==> src/rtl/sequencer_transport.sv <==
// sequencer_transport: play/pause/stop transport and tempo generator driving the step sequencer player
module sequencer_transport #(
  parameter int PERIOD_W       = 16,
  parameter int DEFAULT_PERIOD = 1000,
  parameter int MIN_PERIOD     = 250,
  parameter int MAX_PERIOD     = 4000,
  parameter int STEP           = 50
) (
  input  logic                clk,
  input  logic                n_rst,
  input  logic                play,
  input  logic                stop,
  input  logic                tempo_up,
  input  logic                tempo_down,
  output logic                sequencer_on,
  output logic [2:0]          beat,
  output logic                beat_strobe,
  output logic [PERIOD_W-1:0] period,
  output logic                paused
);
  typedef enum logic [1:0] {IDLE, RUN, PAUSE} state_t;
  localparam logic [PERIOD_W:0] MIN_W  = (PERIOD_W+1)'(MIN_PERIOD);
  localparam logic [PERIOD_W:0] MAX_W  = (PERIOD_W+1)'(MAX_PERIOD);
  localparam logic [PERIOD_W:0] STEP_W = (PERIOD_W+1)'(STEP);
  state_t              state_q, state_d;
  logic [PERIOD_W-1:0] cnt_q, cnt_d, period_q, period_d;
  logic [2:0]          beat_q, beat_d;
  logic                strobe_q, strobe_d, on_q, on_d, paused_q, paused_d;
  logic [PERIOD_W:0]   faster, slower;
  logic                boundary;
  // one guard bit so the saturating compares see true underflow/overflow
  assign faster   = {1'b0, period_q} - STEP_W;
  assign slower   = {1'b0, period_q} + STEP_W;
  // >= rather than == so a period shrunk below the running count still ends the beat next clock
  assign boundary = cnt_q >= period_q - PERIOD_W'(1);
  // tempo update: opposing pulses cancel, otherwise step and clamp
  always_comb begin
    period_d = (tempo_up == tempo_down) ? period_q :
               tempo_up ? ((faster[PERIOD_W] || faster < MIN_W) ? MIN_W[PERIOD_W-1:0] : faster[PERIOD_W-1:0]) :
               ((slower > MAX_W) ? MAX_W[PERIOD_W-1:0] : slower[PERIOD_W-1:0]);
  end
  // transport next state: stop beats play, play beats a beat boundary, beat timing only advances in RUN
  always_comb begin
    state_d  = state_q;
    cnt_d    = cnt_q;
    beat_d   = beat_q;
    strobe_d = 1'b0;
    if (stop) begin
      state_d = IDLE;
      cnt_d   = '0;
      beat_d  = '0;
    end else if (play) begin
      state_d  = (state_q == RUN) ? PAUSE : RUN;
      cnt_d    = (state_q == IDLE) ? '0 : cnt_q;
      beat_d   = (state_q == IDLE) ? '0 : beat_q;
      strobe_d = state_q == IDLE;
    end else if (state_q == RUN) begin
      cnt_d    = boundary ? '0 : cnt_q + PERIOD_W'(1);
      beat_d   = boundary ? beat_q + 3'd1 : beat_q;
      strobe_d = boundary;
    end
    on_d     = state_d == RUN;
    paused_d = state_d == PAUSE;
  end
  // state and registered outputs
  always_ff @(posedge clk or negedge n_rst) begin
    if (!n_rst) begin
      state_q  <= IDLE;
      cnt_q    <= '0;
      beat_q   <= '0;
      strobe_q <= 1'b0;
      on_q     <= 1'b0;
      paused_q <= 1'b0;
      period_q <= PERIOD_W'(DEFAULT_PERIOD);
    end else begin
      state_q  <= state_d;
      cnt_q    <= cnt_d;
      beat_q   <= beat_d;
      strobe_q <= strobe_d;
      on_q     <= on_d;
      paused_q <= paused_d;
      period_q <= period_d;
    end
  end
  assign sequencer_on = on_q;
  assign beat         = beat_q;
  assign beat_strobe  = strobe_q;
  assign period       = period_q;
  assign paused       = paused_q;
endmodule

==> config.mk <==
export PLATFORM = sky130hd
export DESIGN_NAME = sequencer_transport
export DESIGN_NICKNAME = d
export VERILOG_FILES = /design/src/rtl/sequencer_transport.sv
export SDC_FILE = /design/constraint.sdc
export NUM_CORES = 1
export LEC_CHECK = 0
export CAP_MARGIN = 20
export CORE_ASPECT_RATIO = 1.5
export CORE_MARGIN = 5
export CORE_UTILIZATION = 58
export DETAILED_ROUTE_END_ITERATION = 10
export DONT_BUFFER_PORTS = 1
export PLACE_DENSITY = 0.76
export SYNTH_ARGS = -nofsm -noshare
export SYNTH_HDL_FRONTEND = slang
export SYNTH_SLANG_ARGS = --single-unit
==> constraint.sdc <==
create_clock -name clk -period 3.2 [get_ports clk]
set_input_delay 0.64 -clock clk [delete_from_list [all_inputs] [get_ports clk]]
set_output_delay 0.64 -clock clk [all_outputs]
set_load 0.01 [all_outputs]
==> results.yml <==
outcome:
  outcome: "complete, no violations"
power:
  ir_drop_mv: 0.421
  power.density_nw_per_um2: 764
  p_leak_nw: 1.64
drt:
  routed-via-count: 3052
  route.detailed.drc: 0
  viasPerCell: 6.19
  drtIter0Drc: 188
  drtPass1Iterations: 4
  ant_nets: 0
  totalWireLength_mm: 8.71
  wire_per_inst_um: 17.7
worst_setup_path:
  setup.worst_path.end_class: "flop"
  worstPathRequired_ps: 3390
  crit_slowest_cell: "or4_4"
  crit_chain: "or4_4, nor2_4, nand2_1, nor2_2, nand2_1, xor2_1, ha_1, and4_4, o2111ai_1, o21ai_2, nand2_1, mux2_4, a22o_1"
  crit_type: "flop to flop"
  cp-start-kind: "flop"
  crit_family: "simple AND/OR/NAND/NOR gates"
  path_buf_inv: 0
  cpMostUsedCell: "nand2_1"
  max_stage_delay_ps: 550
  worstPathArrival_ps: 3350
  path_max_fanout: 4
cells_and_area:
  final_common_cell: "nor2_1"
  finalNonFillerCells: 493
  layout_common_cells: "nor2_1, nand2_1, buf_4"
  utilization_pct: 67.7
  final_nets: 450
  num_antenna_cells: 0
  drive_above_1_share_pct: 17.5
  area_delta_synth_final_pct: 13.3
timing:
  finalSetupTns_ps: 0
  slew_headroom_pct: 60.2
  skew_ps: 12.4
  rsz0062_at_grt: "yes"
  period_share_pct: 98.8
  fin_hold_ws_ps: 22.4
  slew_viol_final: 0
  setup_viol: 0
  worst_slew_pin_slew_ps: 592
  period_minus_slack_ps: 3160
  max_clock_freq_ghz: 0.316
  hold_viol_final: 0
die:
  io_pins: 28
  fp.dieW_um: 71.4
  rows: 33
  die_y_um: 102
  core_area_um2: 5490
  fp.dieArea_um2: 7290
  start_util_pct: 59.8
place:
  dp_cells: 483
  io_buffers: 0
  hpwl_mm: 6.64
  gp_congestion: 0.897
clock_network:
  hold_buffers: 0
  htree_levels: 2
  cts_buffers: 5
  cts_buffer_depth: 2
  clock_latency_ps: 300
  cts_tree: "done"
  clk_pin_slew_worst_paths_ps: 80
  clkSinkCount: 39
  cts_root_buf: "clkbuf_8"
logic_synthesis:
  synth-edff-count: 0
  async_reset_ff_share_pct: 100
  avgSynthCellArea_um2: 8.16
  syn-num-nets: 430
  synth-seq-cells: 39
  yosysWarningCount: 0
  yosysUniqueCellTypes: 68
  synth_area_um2: 3280
  syn-instance-count: 402
  synthFlopType: "dfrtp_1"
  seq_area_frac_synth_pct: 30.0
global_route:
  grt_pass1_vias: 3045
  grt_max_degree: 40
  antenna_found_initial: 0
  grt_pass1_wl_mm: 14.5
  overflow: 0
  grt_usage_pct: 25.3
hold_path:
  hold_class: "primary input to asynchronous set/reset pin"
run:
  drv_cap: 0
[stage by stage]
step / area (um2) / total power [mW] / setup slack [ps]
floorplan: 3280 / 1.82 / 21.4
global placement: 3520 / 2.31 / 3.57
detailed placement: 3520 / 2.33 / -121
CTS: 3660 / 2.79 / 61.1
global route: 3720 / 3.04 / -65.1
finish: 3720 / 2.84 / 40.0
[power breakdown]
| part | total [mW] | internal [mW] | leakage, nW | switching, mW |
|---|---|---|---|---|
| logic | 1.71 | 0.729 | 1.07 | 0.980 |
| registers | 0.694 | 0.598 | 0.512 | 0.0963 |
| clock network | 0.437 | 0.252 | 0.0612 | 0.184 |
[registers in the layout, indices dropped and copies added (netlist names)]
register and cells:
beat_strobe 1, period 15, cnt_q 16, beat 3, paused 1, sequencer_on 1, state_q 2
[cell families (layout without fill, tap and decap cells)]
logic type      after synthesis  count (layout)  synth area share (%)
xor+xnor                     34              34                  9.07
flops                        39              39                  30.0
buf+inv                      32              53                  4.27
fa+ha+maj                    22              22                  8.39
mux                           3               3                 0.991
other cells                   1               1                 0.114
compound gates               94              94                  20.1
simple gates                177             177                  27.1
[layout make-up]
class | instances | area [um2]
Multi-Input combinational cell | 331 | 2230
Fill cell | 464 | 1770
Sequential cell | 39 | 983
Timing Repair Buffer | 35 | 267
Tap cell | 70 | 87.6
Clock buffer | 6 | 82.6
Inverter | 10 | 37.5
Clock inverter | 2 | 35.0
[synth_stat cells (all sizes together) (4+ instances only)]
| master | instances | share of area, % |
|---|---|---|
| buf | 11 | 1.9 |
| o21ai | 21 | 3.2 |
| ha | 22 | 8.4 |
| dfrtp | 33 | 25 |
| nand4 | 8 | 1.5 |
| a21o | 8 | 1.8 |
| o211ai | 5 | 1.3 |
| nand2 | 46 | 5.3 |
| nor2 | 49 | 5.8 |
| dfstp | 6 | 4.8 |
| inv | 10 | 1.1 |
| nand3 | 14 | 2.1 |
| nor2b | 5 | 0.95 |
| nor3 | 15 | 2.6 |
| a31oi | 6 | 1.1 |
| clkbuf | 11 | 1.3 |
| and3 | 12 | 2.3 |
| a211oi | 4 | 1.3 |
| or3 | 4 | 0.76 |
| a21oi | 21 | 3.3 |
| xnor2 | 16 | 4.3 |
| nand2b | 7 | 1.6 |
| xor2 | 18 | 4.8 |
[layer usage]
metal  track usage, %  routed length [um]
met5                0                   0
met4             15.5                 501
met3             4.33                 378
met2             46.7                4610
met1             26.2                3210
[worst reg2reg max path, delay by kind of cell (launching register included)]
kind	cells	cell delay, ps
compound gates	3	560
xor+xnor	1	160
fa+ha+maj	1	320
flops	1	390
mux	1	310
simple gates	7	1310
[path summary, 6_finish.rpt]
| kind | start | end | slack (ps) | cells past startpoint |
|---|---|---|---|---|
| worst max-delay path | period[8] | beat[2] | 40 | 13 |
| min in group clk | stop | beat_strobe | 410 | 1 |
| worst min register to register | state_q[1] | beat_strobe | 560 | 1 |
| worst max register to register | period[8] | beat[2] | 40 | 13 |
| worst min-delay path | n_rst | cnt_q[1] | 20 | 0 |
| max in group asynchronous | n_rst | period[9] | 2990 | 0 |
[repair_timing]
item / CTS / global route
pin swaps: 0 / 8
setup endpoints to repair: 17 / 18
setup buffers: 0 / 2
gates resized for setup: 4 / 9
No activity file was read; power rests on OpenSTA's default activity.
